--- config.mk ---
export PLATFORM = sky130hd
export DESIGN_NAME = calc_resp_sched
export DESIGN_NICKNAME = d
export VERILOG_FILES = /design/src/rtl/calc_resp_sched.sv
export SDC_FILE = /design/constraint.sdc
export NUM_CORES = 1
export LEC_CHECK = 0
export BUFFER_PORTS_ARGS = -buffer_cell sky130_fd_sc_hd__buf_4
export CAP_MARGIN = 0
export CORE_MARGIN = 4
export CORE_UTILIZATION = 55
export CTS_BUF_LIST = sky130_fd_sc_hd__clkbuf_16
export DETAILED_ROUTE_END_ITERATION = 16
export PLACE_DENSITY = 0.78
export SLEW_MARGIN = 20
export SYNTH_ARGS = -nofsm -noshare
export SYNTH_HDL_FRONTEND = slang
export SYNTH_SLANG_ARGS = --single-unit
--- constraint.sdc ---
create_clock -name c_clk -period 3.89 [get_ports c_clk]
set_clock_uncertainty 0.15 [all_clocks]
set_input_delay 0.778 -clock c_clk [delete_from_list [all_inputs] [get_ports c_clk]]
set_output_delay 0.778 -clock c_clk [all_outputs]
set_load 0.02 [all_outputs]
--- src/rtl/calc_resp_sched.sv ---
// calc_resp_sched: merges the add/sub (source 1) and shift (source 2) response
// streams onto one output port. Each source has its own small FIFO so that
// same-cycle responses are serialised instead of colliding. Ties between the
// two sources are broken round-robin.

// Per-source response FIFO: DEPTH entries of {resp, data}, head always visible.
module calc_resp_fifo #(
    parameter int DATA_W = 32,
    parameter int DEPTH  = 4,
    localparam int AW    = $clog2(DEPTH)
) (
    input  logic              c_clk,
    input  logic              reset,
    input  logic              push,
    input  logic [0:1]        push_resp,
    input  logic [0:DATA_W-1] push_data,
    input  logic              pop,
    output logic [0:1]        head_resp,
    output logic [0:DATA_W-1] head_data,
    output logic [AW:0]       count
);

    logic [DEPTH-1:0][0:1]        mem_resp;
    logic [DEPTH-1:0][0:DATA_W-1] mem_data;
    logic [AW-1:0]                wr_ptr;
    logic [AW-1:0]                rd_ptr;

    assign head_resp = mem_resp[rd_ptr];
    assign head_data = mem_data[rd_ptr];

    // Storage is write-only state; an empty FIFO's head is never used.
    always_ff @(posedge c_clk) begin
        if (push) begin
            mem_resp[wr_ptr] <= push_resp;
            mem_data[wr_ptr] <= push_data;
        end
    end

    // Pointers wrap naturally since DEPTH is a power of two; count is one bit wider.
    always_ff @(posedge c_clk) begin
        if (reset) begin
            wr_ptr <= '0;
            rd_ptr <= '0;
            count  <= '0;
        end else begin
            if (push)
                wr_ptr <= wr_ptr + 1'b1;
            if (pop)
                rd_ptr <= rd_ptr + 1'b1;
            case ({push, pop})
                2'b10:   count <= count + 1'b1;
                2'b01:   count <= count - 1'b1;
                default: count <= count;
            endcase
        end
    end

endmodule

// Top: per-source queueing, round-robin arbitration, one registered output.
module calc_resp_sched #(
    parameter int DATA_W = 32,
    parameter int DEPTH  = 4
) (
    input  logic              c_clk,
    input  logic              reset,
    input  logic [0:1]        req_resp1,
    input  logic [0:DATA_W-1] req_data1,
    input  logic [0:1]        req_resp2,
    input  logic [0:DATA_W-1] req_data2,
    output logic [0:1]        out_resp,
    output logic [0:DATA_W-1] out_data,
    output logic              busy,
    output logic              ovf1,
    output logic              ovf2
);

    localparam int NUM_SRC = 2;
    localparam int AW      = $clog2(DEPTH);
    localparam logic [AW:0] FULL_CNT = DEPTH[AW:0];

    logic [NUM_SRC-1:0][0:1]        in_resp;
    logic [NUM_SRC-1:0][0:DATA_W-1] in_data;
    logic [NUM_SRC-1:0][0:1]        head_resp;
    logic [NUM_SRC-1:0][0:DATA_W-1] head_data;
    logic [NUM_SRC-1:0][0:1]        cand_resp;
    logic [NUM_SRC-1:0][0:DATA_W-1] cand_data;
    logic [NUM_SRC-1:0][AW:0]       cnt;
    logic [NUM_SRC-1:0]             in_vld;
    logic [NUM_SRC-1:0]             empty;
    logic [NUM_SRC-1:0]             full;
    logic [NUM_SRC-1:0]             cand_vld;
    logic [NUM_SRC-1:0]             gnt;
    logic [NUM_SRC-1:0]             bypass;
    logic [NUM_SRC-1:0]             pop;
    logic [NUM_SRC-1:0]             push;
    logic [NUM_SRC-1:0]             drop;
    logic [NUM_SRC-1:0]             ovf;
    // 0: source 1 wins a tie; 1: source 2 wins a tie.
    logic                           pri;

    assign in_resp[0] = req_resp1;
    assign in_data[0] = req_data1;
    assign in_resp[1] = req_resp2;
    assign in_data[1] = req_data2;

    generate
        for (genvar g = 0; g < NUM_SRC; g++) begin : g_src
            assign in_vld[g]   = |in_resp[g];
            assign empty[g]    = (cnt[g] == '0);
            assign full[g]     = (cnt[g] == FULL_CNT);
            // Queued entries always go first so a source never reorders itself.
            assign cand_vld[g]  = !empty[g] || in_vld[g];
            assign cand_resp[g] = empty[g] ? in_resp[g] : head_resp[g];
            assign cand_data[g] = empty[g] ? in_data[g] : head_data[g];
            assign bypass[g]    = gnt[g] && empty[g];
            assign pop[g]       = gnt[g] && !empty[g];
            // A full FIFO can still accept when its head leaves this cycle.
            assign push[g]      = in_vld[g] && !bypass[g] && (!full[g] || pop[g]);
            assign drop[g]      = in_vld[g] && !bypass[g] && full[g] && !pop[g];

            calc_resp_fifo #(
                .DATA_W (DATA_W),
                .DEPTH  (DEPTH)
            ) u_fifo (
                .c_clk     (c_clk),
                .reset     (reset),
                .push      (push[g]),
                .push_resp (in_resp[g]),
                .push_data (in_data[g]),
                .pop       (pop[g]),
                .head_resp (head_resp[g]),
                .head_data (head_data[g]),
                .count     (cnt[g])
            );
        end
    endgenerate

    // Round-robin arbiter: a lone candidate wins, a tie goes to the side pri selects.
    always_comb begin
        gnt = '0;
        if (cand_vld[0] && (!cand_vld[1] || !pri))
            gnt[0] = 1'b1;
        else if (cand_vld[1])
            gnt[1] = 1'b1;
    end

    // Register the granted response, rotate priority, latch overflow flags.
    always_ff @(posedge c_clk) begin
        if (reset) begin
            out_resp <= 2'b00;
            out_data <= '0;
            pri      <= 1'b0;
            ovf      <= '0;
        end else begin
            if (gnt[0]) begin
                out_resp <= cand_resp[0];
                out_data <= cand_data[0];
                pri      <= 1'b1;
            end else if (gnt[1]) begin
                out_resp <= cand_resp[1];
                out_data <= cand_data[1];
                pri      <= 1'b0;
            end else begin
                out_resp <= 2'b00;
                out_data <= '0;
            end
            ovf <= ovf | drop;
        end
    end

    assign busy = |cnt;
    assign ovf1 = ovf[0];
    assign ovf2 = ovf[1];

endmodule

== Yosys cells after proc, flatten, opt, wreduce, memory -nomap -nowiden ==
Cells that the tools add are included.

* Output and inout bits: 37
* Flip-flop bits (word level): 323
* Bits of input ports: 70

* Reductions and logical operators: 38
* $lt $le $gt $ge: 6
* Mux-type cells: 35
* Equal/unequal tests: 6
* Add/sub/neg operators: 8
* Bitwise gates (word level): 1

{| class="wikitable"
|+ Operators by type and width
! kind !! count
|-
| $bwmux 128 || 2
|-
| $mux 32 || 8
|-
| $bmux 32 s2 || 2
|-
| $demux 32 s2 || 2
|-
| $bwmux 8 || 2
|-
| $mux 2 || 8
|-
| $logic_and 1x1->1 || 15
|-
| $lt 2x3->1 const B || 4
|-
| $pmux 3 s2 || 2
|-
| $logic_not 1->1 || 10
|-
| $add 2x1->2 const B || 4
|-
| $bmux 2 s2 || 2
|-
| $demux 2 s2 || 2
|-
| $add 3x1->3 const B || 2
|-
| $eq 3x3->1 const B || 2
|-
| $logic_not 3->1 || 2
|-
| $reduce_bool 2->1 || 3
|-
| $reduce_or 6->1 || 1
|-
| $sub 3x1->3 const B || 2
|-
| $logic_or 1x1->1 || 5
|-
| $mux 1 || 5
|-
| $eq 2x1->1 const B || 2
|-
| $eq 2x2->1 const B || 2
|-
| $ge 2x1->1 const B || 2
|-
| 2 further kinds || 3
|}

== Logic depth before layout (Yosys ltp) ==
Gate-level depths: netlist of run 1.

* Depth in word-level cells: 13
* Mapped depth: 12

== Cells and area by module ==
From an unflattened synthesis of run 1, not the netlist that was laid out.

* Cell total of the unflattened synthesis: 689
* Area total of the unflattened synthesis: 12861.1 µm²

{| class="wikitable"
|+ By module, submodules not included
! module !! cells each !! times used !! area an instance (µm²)
|-
| calc_resp_fifo || 215 || 2 || 5328.9
|-
| calc_resp_sched || 259 || 1 || 2203.4
|}

== Worst setup path before layout of run 1 ==
No wires, ideal clock.

* Path kind: input-to-reg
* Start: input req_resp2[1] (netlist bit)
* End: register g_src[0].u_fifo.count[2]
* Arrival: 2.848 ns
* Setup time: 0.071 ns
* Cell stages on the path: 11
* Buffers on the path: 1
* Setup slack: 0.822 ns
* Cells stage by stage: or2_2 > clkbuf_1 > nor3_2 > nor3_2 > inv_1 > ha_1 > inv_1 > fa_1 > xor2_1 > or3_2 > a21oi_1

* Cells in the longest elaborated chain, start to end: 12
* Elaborated cells between the ends (all ways): 16
* Classes of those cells: eq/ne (2); mux (2); reduce/logical (12)

{| class="wikitable"
|+ Ends and longest elaborated chain
! element !! RTL line !! text
|-
| from (decl) || 69 || <nowiki>input logic [0:1] req_resp2,</nowiki>
|-
| $reduce_or 2->1 * || 109 || <nowiki>assign in_vld[g] = |in_resp[g];</nowiki>
|-
| $logic_or 1x1->1 * || 113 || <nowiki>assign cand_vld[g] = !empty[g] || in_vld[g];</nowiki>
|-
| $logic_not 1->1 * || 142 || <nowiki>if (cand_vld[0] && (!cand_vld[1] || !pri))</nowiki>
|-
| $logic_or 1x1->1 * || 142 ||
|-
| $logic_and 1x1->1 * || 142 ||
|-
| $mux 1 * || 142 ||
|-
| $logic_and 1x1->1 || 116 || <nowiki>assign bypass[g] = gnt[g] && empty[g];</nowiki>
|-
| $logic_not 1->1 || 119 || <nowiki>assign push[g] = in_vld[g] && !bypass[g] && (!full[g] || pop[g]);</nowiki>
|-
| $logic_and 1x1->1 (2 in a row) || 119 ||
|-
| $eq 2x1->1 / $eq 2x2->1 (equally long branches) || 50 || <nowiki>case ({push, pop})</nowiki>
|-
| $pmux 3 s2 / $reduce_bool 2->1 (equally long branches) || - ||
|-
| to (signal assigned) || 51 || <nowiki>2'b10: count <= count + 1'b1;</nowiki>
|-
| to (signal assigned) || 52 || <nowiki>2'b01: count <= count - 1'b1;</nowiki>
|-
| to (signal assigned) || 53 || <nowiki>default: count <= count;</nowiki>
|-
| to (decl) || 20 || <nowiki>output logic [AW:0] count</nowiki>
|}

Mark *: on every way between the ends. The rest lies on a longest branch, timed or not.
A chain may end at the register's enable or synchronous reset.

== Final worst setup path of run 1 ==
* Start: register g_src[0].u_fifo.count[2]
* End: register g_src[0].u_fifo.count[2]

* Cells in the longest elaborated chain, start to end: 11
* Elaborated cells between the ends (all ways): 19
* Classes of those cells: add/sub (2); eq/ne (3); mux (2); reduce/logical (12)

{| class="wikitable"
|+ Ends and longest elaborated chain
! element !! RTL line !! text
|-
| $logic_not 3->1 || 110 || <nowiki>assign empty[g] = (cnt[g] == '0);</nowiki>
|-
| $logic_not 1->1 || 113, 117 ||
|-
| $logic_or 1x1->1 || 113 ||
|-
| $logic_and 1x1->1 || 142 ||
|-
| $mux 1 || 142 ||
|-
| $logic_and 1x1->1 || 116 ||
|-
| $logic_not 1->1 || 119 ||
|-
| $logic_and 1x1->1 (2 in a row) || 119 ||
|-
| $eq 2x1->1 / $eq 2x2->1 (equally long branches) || 50 ||
|-
| $pmux 3 s2 / $reduce_bool 2->1 (equally long branches) || - ||
|}

Parallel ways exist; a longest one is shown, timed or not.

==> results.cfg, run 1 <==
[global_routing]
first_global_vias = 7453
antenna_found_initial = 0
grt_pass1_wl_microns = 43550
grt-ovfl-total = 0
grt_max_degree = 40
grt.total_usage = 0.2182

[detailed_routing]
postRouteAntennaNets = 0
routedWlPerCell_microns = 24.24
drc = 0
dr_total_vias = 7093
drt_wl_total_microns = 27780
drt_first_pass_iters = 5
drt-initial-drc-count = 715
routed_via_density = 6.189

[die]
start_util = 0.5615
boundaryPins = 107
dieArea_sq_mm = 0.02568
die_h_microns = 160.3
die_w_microns = 160.3
coreArea_sq_mm = 0.02271
core.rowCount = 55

[clock_tree]
ctsResizeCount = 0
clock-root-buffer = clkbuf_16
cts_setup_buffers = 0
cts_sinks = 323
clk_latency_ps = 520
postCtsHoldBufs = 0
h-tree-depth = 2
cts_tree = built
clockBufferDepth = 3
clk_pin_slew_ps = 60
cts_buffers = 34

[synth]
syn-num-nets = 804
ys_types = 49
syn_area_sq_mm = 0.01275
synth_seq_cells = 323
ys_seq_area_frac = 0.7206
yosysWarnings = 0
synth_area_per_cell_sq_um = 17.64
syn_inst = 723

[power]
p_seq_frac = 0.440
pwr-share-comb = 0.304
powerDensity_mw_per_mm2 = 767.2
p_clk_frac = 0.256
vdd_ir_drop_max_v = 0.0004159
p_int_mw = 7.866
swShare = 0.3146
switching_power_mw = 3.610
total_power_mw = 11.48
p_leak_nw = 5.277

[setup_path]
cp.required_ps = 4170
startpoint_type = flip-flop
cp.arrival_ps = 3460
worstSetupEndpointType = flip-flop
worstSetupPathType = flip-flop to flip-flop
worstPathMaxFanout = 39

[timing]
holdWs_ps = 317.5
max_freq_ghz = 0.3144
period_share = 0.8176
hold_viol = 0
relSlewSlack = 0.3442
worst_pin_slew_ps = 982.4
min_period_ps = 3180
rsz0062_at_grt = false
tns_ps = 0
drv_slew = 0
finalSetupViolations = 0

[finish]
layout-drive-gt1-share = 0.3031
nNetsFinal = 916
synthToLayoutAreaGrowth_pct = 17.32
final_cells = 1146
final_area_sq_mm = 0.01496
antenna_cells = 0
fill_cells = 1516

[place]
place_inst = 1084
port_buffers = 106
globalplace.congestion = 0.8360
dp_hpwl_microns = 17570
placed_cell_area_sq_mm = 0.01395

[outcome]
status = completed

[worst_hold_path]
hold_class = input pin to flip-flop

[job]
max_cap_viol_count = 0
critical path, stage by stage, from the launching register on:
cell,delay (ps)
dfxtp_1,390
or3_4,650
nor3_2,280
nor3_2,120
inv_1,110
ha_1,200
inv_1,70
fa_1,370
xor2_1,170
or3_2,430
a21oi_1,160
layout make-up:
class | instances | area, sq um | share of cell area
repair buffers | 127 | 1066 | 0.07126
well taps | 285 | 356.6 | 0.02384
inverters | 12 | 45.04 | 0.003011
multi-input cells | 337 | 3287 | 0.2197
clock inverters | 28 | 162.7 | 0.01087
clock buffers | 34 | 850.8 | 0.05688
flip-flops and latches | 323 | 9191 | 0.6144
synthesized netlist by cell type (all sizes together):
cell type	n	area (sq um)
a2111oi	2	17.52
a211oi	1	7.510
a21o	1	7.510
a21oi	71	355.3
a311oi	1	8.760
a31o	1	8.760
a31oi	2	12.51
a41oi	1	8.760
and2	8	55.05
and3	64	400.4
and3b	1	8.760
and4	1	8.760
buf	23	136.4
clkbuf	28	105.1
dfxtp	51	1021
edfxtp	272	8168
fa	2	40.04
ha	9	112.6
inv	12	45.04
mux2	5	60.05
mux2i	7	70.07
mux4	68	1531
nand2	4	15.01
nand2b	6	37.54
nand3	1	5.000
nor2	20	75.07
nor2b	1	6.260
nor3	7	66.32
nor3b	1	7.510
nor4	1	6.260
o2111a	1	11.26
o21ai	5	28.77
o22ai	34	212.7
o41ai	2	17.52
or2	2	12.51
or3	5	42.54
xor2	2	17.52
state kept, by name, indices dropped and copies added (netlist names):
register / flops
out_data: 32
g_src.u_fifo.wr_ptr: 4
pri: 1
g_src.u_fifo.rd_ptr: 4
g_src.u_fifo.count: 6
g_src.u_fifo.mem_resp: 16
out_resp: 2
ovf: 2
g_src.u_fifo.mem_data: 256
power by group through the flow:
stage	clock (mW)	combinational, mW	sequential, mW
2_1_floorplan	0	2.18	5.13
3_3_place_gp	0	3.41	5.05
3_5_place_dp	0	3.48	5.12
4_1_cts	2.97	3.52	5.06
5_1_grt	3.14	3.75	5.12
6_report	2.94	3.49	5.04
metal layers:
| layer | up-vias | track usage | share of wire |
|---|---|---|---|
| met5 | - | 0 | 0 |
| li1 | 3124 | - | - |
| met3 | 50 | 0.04852 | 0.072 |
| met4 | 0 | 0.06336 | 0.023 |
| met1 | 3629 | 0.3023 | 0.40 |
| met2 | 290 | 0.3539 | 0.50 |
final timing paths:
check	start	depth (start not counted)	to	slack [ps]
worst max-delay path	g_src[0].u_fifo.count[2]$_SDFFE_PP0P_	10	g_src[0].u_fifo.count[2]$_SDFFE_PP0P_	710
worst min-delay path	req_data1[7]	1	g_src[0].u_fifo.mem_data[88]$_DFFE_PP_	320
worst max register to register	g_src[0].u_fifo.count[2]$_SDFFE_PP0P_	10	g_src[0].u_fifo.count[2]$_SDFFE_PP0P_	710
worst min register to register	g_src[0].u_fifo.wr_ptr[1]$_SDFFE_PP0P_	2	g_src[0].u_fifo.wr_ptr[1]$_SDFFE_PP0P_	380
placed cells by master, fill, tap and decap left out, types with 2 or more instances in the layout:
| cell | instances |
|---|---|
| a2111oi_0 | 2 |
| a21oi_1 | 71 |
| a31oi_1 | 2 |
| and2_1 | 4 |
| and2_2 | 4 |
| and3_1 | 64 |
| buf_12 | 9 |
| buf_4 | 118 |
| clkbuf_16 | 34 |
| clkinv_1 | 6 |
| clkinv_2 | 4 |
| dfxtp_1 | 49 |
| dfxtp_2 | 2 |
| edfxtp_1 | 272 |
| fa_1 | 2 |
| ha_1 | 9 |
| inv_1 | 25 |
| inv_6 | 2 |
| mux2_2 | 3 |
| mux2i_1 | 7 |
| mux4_2 | 68 |
| nand2_1 | 4 |
| nand2b_1 | 6 |
| nor2_1 | 20 |
| nor3_2 | 4 |
| nor3_4 | 2 |
| o21ai_0 | 3 |
| o22ai_1 | 34 |
| o41ai_1 | 2 |
| or2_2 | 2 |
| or3_1 | 2 |
| or3_4 | 2 |
| xor2_1 | 2 |
metrics by stage:
step	utilization	setup slack [ps]
floorplan	-	821.8
global placement	0.6141	594.5
detailed placement	0.6141	488.6
CTS	0.6587	693.5
global route	0.6587	538.8
finish	0.6587	709.6
logic make-up after synthesis:
kind of cell | count (synthesis) | synth area share
adders and majority gates | 11 | 0.01197
AOI/OAI and AO/OA | 122 | 0.05466
and+or+nand+nor | 122 | 0.05858
xor gates and xnor gates | 2 | 0.001374
buffers and inverters | 63 | 0.02247
muxes | 80 | 0.1303
DFF | 323 | 0.7206
Note: power is estimated with default switching activity, not from simulation.
==> inputs of run 2 (changes only) <==
--- a/config.mk
+++ b/config.mk
@@ -8,10 +8,10 @@
 export BUFFER_PORTS_ARGS = -buffer_cell sky130_fd_sc_hd__buf_4
 export CAP_MARGIN = 0
 export CORE_MARGIN = 4
-export CORE_UTILIZATION = 55
+export CORE_UTILIZATION = 54
 export CTS_BUF_LIST = sky130_fd_sc_hd__clkbuf_16
 export DETAILED_ROUTE_END_ITERATION = 16
-export PLACE_DENSITY = 0.78
+export PLACE_DENSITY = 0.8
 export SLEW_MARGIN = 20
 export SYNTH_ARGS = -nofsm -noshare
 export SYNTH_HDL_FRONTEND = slang
==> constraint.sdc (replaced) <==
create_clock -name c_clk -period 2.8 [get_ports c_clk]
set_clock_uncertainty 0.15 [all_clocks]
set_input_delay 0.56 -clock c_clk [delete_from_list [all_inputs] [get_ports c_clk]]
set_output_delay 0.56 -clock c_clk [all_outputs]
set_load 0.02 [all_outputs]
==> run 2 against run 1 <==
  * Cell count up 4.3%
  * Sequential power up 36%
  * Power up 40%
  * Global-route usage down 0.22 points
  * Largest cell class unchanged
  * Combinational power up 52%
  * First-iteration DRC count down 12%
==> results.cfg, run 2 (synthesis gave the netlist of run 1 again) <==
[setup_path]
worstSetupPathType = flip-flop to output pin
critical_path.cell_chain = buf_4 > nor3_4 > buf_4 > nand2_1 > buf_4
cpPeakStageDelay_ps = 390
r2r_cells = 10
cpMaxStageDelayCell = buf_4
worstPathMaxFanout = 39
critPathBufInv = 3
worstSetupEndpointType = output pin
r2r-start = g_src[1].u_fifo.count[2]$_SDFFE_PP0P_
crit_top_cell = buf_4
r2r_end = g_src[0].u_fifo.count[2]$_SDFFE_PP0P_
startpoint_type = flip-flop
cp.arrival_ps = 1960
cp.required_ps = 2090
reg2reg_slack_ps = 130
critPathTopFamily = buffers and inverters

[power]
p_leak_nw = 5.380
p_int_mw = 11.00
powerDensity_mw_per_mm2 = 1051
vdd_ir_drop_max_v = 0.0004809
pwr-share-comb = 0.330
p_seq_frac = 0.428
swShare = 0.3130
p_clk_frac = 0.241
switching_power_mw = 5.012

[detailed_routing]
dr_total_vias = 7194
routed_via_density = 6.020
drt_first_pass_iters = 7
drt-initial-drc-count = 629
postRouteAntennaNets = 0
drt_wl_total_microns = 27960
drc = 0
routedWlPerCell_microns = 23.39

[finish]
largest-register = g_src.u_fifo.mem_data
final_area_sq_mm = 0.01524
top_regs = g_src.u_fifo.mem_data: 256 flops, out_data: 32 flops, g_src.u_fifo.mem_resp: 16 flops
largest_register_ffs = 256
mostFrequentLayoutCells = edfxtp_1, buf_4, a21oi_1
fill_cells = 1467
synthToLayoutAreaGrowth_pct = 19.50
layout-drive-gt1-share = 0.3265
antenna_cells = 0
nNetsFinal = 938
layout_commonest_cell = edfxtp_1

[timing]
finalSetupViolations = 0
relSlewSlack = 0.6567
rsz0062_at_grt = false
worst_pin_slew_ps = 508.3
max_freq_ghz = 0.3750
drv_slew = 0
hold_viol = 0
period_share = 0.9524
min_period_ps = 2667
holdWs_ps = 57.94

[die]
die_w_microns = 161.7
boundaryPins = 107
core.rowCount = 55
coreArea_sq_mm = 0.02292
dieArea_sq_mm = 0.02614
start_util = 0.5564
die_h_microns = 161.7

[worst_hold_path]
hold_class = input pin to flip-flop
hp-start = req_data1[21]
hold_depth = 1
hold_path_end = g_src[0].u_fifo.mem_data[10]$_DFFE_PP_

[global_routing]
grt_pass1_wl_microns = 43700
grt-ovfl-total = 0
antenna_found_initial = 0
grt_max_degree = 40
first_global_vias = 7594
grt.total_usage = 0.2160

[place]
dp_hpwl_microns = 17970
port_buffers = 106
placed_cell_area_sq_mm = 0.01426
globalplace.congestion = 0.8075

[clock_tree]
clockBufferDepth = 3
cts_sinks = 323
postCtsHoldBufs = 0
clk_latency_ps = 560
clk_pin_slew_ps = 60
clock-root-buffer = clkbuf_16
cts_buffers = 31
cts_tree = built
h-tree-depth = 1

[outcome]
status = completed

[job]
max_cap_viol_count = 0
run 2: cell types whose count changed in the layout (fill, tap and decap cells not counted), sizes merged:
| cell | before | now |
|---|---|---|
| buf | 127 | 152 |
| bufinv | 1 | 2 |
| clkbuf | 34 | 31 |
| clkinv | 11 | 16 |
| inv | 27 | 20 |
run 2: through the flow:
stage          setup WS [ps]  setup TNS [ps]  total power [mW]    util  cells
2_1_floorplan          35.21               0             10.18       -    723
3_3_place_gp          -29.85          -29.85             12.05  0.6225   1137
3_5_place_dp          -110.7          -136.7             12.23  0.6225   1137
4_1_cts                75.88               0             16.11  0.6638   1195
5_1_grt                1.197               0             16.82  0.6649   1195
6_report               133.3               0             16.01  0.6649   1195
run 2: final cells by class:
cell class / instances / area (sq um) / share of cell area
clock inverters: 27 / 170.2 / 0.01117
flip-flops and latches: 323 / 9191 / 0.6032
repair buffers: 152 / 1329 / 0.08721
well taps: 313 / 391.6 / 0.02570
inverters: 12 / 45.04 / 0.002956
multi-input cells: 337 / 3334 / 0.2188
clock buffers: 31 / 775.7 / 0.05091
run 2: what timing repair did:
action,in CTS,in global routing
gates resized for setup,1,3
buffers inserted,0,0
setup endpoints to repair,1,2
run 2: power by group through the flow:
stage | Combinational (mW) | Clock [mW] | Sequential, mW
2_1_floorplan | 3.06 | 0 | 7.13
3_3_place_gp | 5.14 | 0 | 6.90
3_5_place_dp | 5.27 | 0 | 6.96
4_1_cts | 5.30 | 3.94 | 6.87
5_1_grt | 5.69 | 4.17 | 6.96
6_report | 5.29 | 3.86 | 6.86
run 2: per-layer routing:
layer | wire length, microns | up-vias | GRT usage | part of all wire
li1 | - | 3170 | - | -
met1 | 10870 | 3627 | 0.2943 | 0.39
met2 | 13810 | 339 | 0.3506 | 0.49
met3 | 2522 | 58 | 0.05202 | 0.090
met4 | 755 | 0 | 0.06959 | 0.027
met5 | 0 | - | 0 | 0
run 2: worst max path at each step:
stage | cells past startpoint | endpoint | from | slack (ps)
detailed placement | 10 | g_src[0].u_fifo.count[2]$_SDFFE_PP0P_ | req_resp2[1] | -110
global placement | 10 | g_src[0].u_fifo.count[2]$_SDFFE_PP0P_ | req_resp2[1] | -30
global route | 9 | g_src[0].u_fifo.count[2]$_SDFFE_PP0P_ | g_src[1].u_fifo.count[2]$_SDFFE_PP0P_ | 1
finish | 5 | busy | g_src[0].u_fifo.count[2]$_SDFFE_PP0P_ | 130
floorplan | 11 | g_src[0].u_fifo.count[2]$_SDFFE_PP0P_ | req_resp2[1] | 40
CTS | 10 | g_src[0].u_fifo.count[2]$_SDFFE_PP0P_ | g_src[1].u_fifo.count[0]$_SDFFE_PP0P_ | 80
==> inputs of run 3 (changes only) <==
--- a/config.mk
+++ b/config.mk
@@ -7,6 +7,7 @@
 export LEC_CHECK = 0
 export BUFFER_PORTS_ARGS = -buffer_cell sky130_fd_sc_hd__buf_4
 export CAP_MARGIN = 0
+export CORE_ASPECT_RATIO = 1.1
 export CORE_MARGIN = 4
 export CORE_UTILIZATION = 54
 export CTS_BUF_LIST = sky130_fd_sc_hd__clkbuf_16
==> run 3 against run 2 <==
  * Hold slack improved by 4.2 ps
  * Non-clock buffer count decreased by 2
  * Critical path depth increased by 3
  * Flip-flop and latch count unchanged
  * Global-route usage decreased by 0.85 points
  * Register-to-register slack got worse by 50 ps
  * Design area decreased by 0.14%
  * Sequential share of layout area increased by 0.11 points
  * Largest cell class unchanged
  * Highest routed layer unchanged
==> results.cfg, run 3 (synthesis gave the netlist of run 1 again) <==
[place]
globalplace.congestion = 0.8400
place_inst = 1122
port_buffers = 106
dp_hpwl_microns = 17250
dp_slack_ps = 2.450

[detailed_routing]
postRouteAntennaNets = 0
routedWlPerCell_microns = 23.09
drt-initial-drc-count = 863
drt_wl_total_microns = 27170
routed_via_density = 6.059
dr_total_vias = 7132
drt_first_pass_iters = 5
drc = 0

[finish]
synthToLayoutAreaGrowth_pct = 19.33
fin_util = 0.6593
layout-drive-gt1-share = 0.3261
largest_register_ffs = 256
nNetsFinal = 935
largest-register = g_src.u_fifo.mem_data
mostFrequentLayoutCells = edfxtp_1, buf_4, a21oi_1
top_regs = g_src.u_fifo.mem_data: 256 flops, out_data: 32 flops, g_src.u_fifo.mem_resp: 16 flops
layout_commonest_cell = edfxtp_1
final_cells = 1177
antenna_cells = 0

[clock_tree]
postCtsHoldBufs = 0
clockBufferDepth = 3
cts_tree = built
cts_sinks = 323
clock-root-buffer = clkbuf_16
clk_pin_slew_ps = 60
cts_buffers = 30
clk_latency_ps = 550
h-tree-depth = 1

[power]
powerDensity_mw_per_mm2 = 1052
p_leak_nw = 5.365
vdd_ir_drop_max_v = 0.0006337

[setup_path]
cp.required_ps = 3070
worstSetupEndpointType = flip-flop
worstPathMaxFanout = 38
cp.arrival_ps = 2980
startpoint_type = flip-flop
worstSetupPathType = flip-flop to flip-flop

[timing]
relSlewSlack = 0.6160
tns_ps = 0
finalSetupViolations = 0
min_period_ps = 2715
drv_slew = 0
rsz0062_at_grt = false
max_freq_ghz = 0.3684
setup_slack_ps = 85.48
period_share = 0.9695
worst_pin_slew_ps = 568.6
hold_viol = 0

[job]
max_cap_viol_count = 0

[die]
die_w_microns = 154.5
die_h_microns = 169.2
coreArea_sq_mm = 0.02308
core.rowCount = 58
boundaryPins = 107
start_util = 0.5525
dieArea_sq_mm = 0.02614

[outcome]
status = completed

[global_routing]
grt.total_usage = 0.2075
grt_pass1_wl_microns = 42030
grt-ovfl-total = 0
grt_max_degree = 40
antenna_found_initial = 0
first_global_vias = 7183

[worst_hold_path]
hold_class = input pin to flip-flop
-- run 3: report_power, final --
group	internal [mW]	switching [mW]
sequential	6.49	0.415
combinational	2.34	2.89
clock	2.21	1.67
total	11.0	4.97
-- run 3: final timing paths --
path / to / slack, ps / depth (start not counted) / start
setup / recovery: g_src[1].u_fifo.count[2]$_SDFFE_PP0P_ / 90 / 8 / g_src[0].u_fifo.count[0]$_SDFFE_PP0P_
hold / removal: g_src[0].u_fifo.mem_data[106]$_DFFE_PP_ / 60 / 1 / req_data1[21]
setup reg to reg: g_src[1].u_fifo.count[2]$_SDFFE_PP0P_ / 90 / 8 / g_src[0].u_fifo.count[0]$_SDFFE_PP0P_
hold reg to reg: ovf[0]$_SDFF_PP0_ / 330 / 2 / ovf[0]$_SDFF_PP0_
-- run 3: through the flow --
stage	power (mW)	instance area, sq um	hold WS, ps
2_1_floorplan	10.18	12780	331.5
3_3_place_gp	12.05	14250	307.7
3_5_place_dp	12.21	14250	314.2
4_1_cts	16.10	15190	50.78
5_1_grt	16.78	15220	49.52
6_report	16.01	15220	62.14
-- run 3: layout make-up --
class | instances | area (sq um)
timing repair buffer | 150 | 1326
clock inverter | 25 | 195.2
multi-input combinational | 337 | 3328
fill | 1536 | 7861
sequential | 323 | 9195
clock buffer | 30 | 750.7
inverter | 12 | 45.04
tap | 300 | 375.4
-- run 3: worst max-delay path: stages (launching register included) --
cell and delay, ps:
dfxtp_1 360, or3_4 400, buf_4 290, o21ai_2 210, nand2_1 90, fa_1 400
a2111oi_1 380, and3b_1 250, nor4_1 60
-- run 3: routing by layer --
metal / track usage / up-vias / share of wire
met5: 0 / - / 0
met4: 0.04839 / 0 / 0.021
met3: 0.03800 / 51 / 0.084
met2: 0.3433 / 308 / 0.50
met1: 0.2932 / 3615 / 0.39
li1: - / 3158 / -
-- run 3: timing repair --
item	CTS	global route
resized for setup	0	6
setup endpoints to repair	0	2
setup buffers	0	0
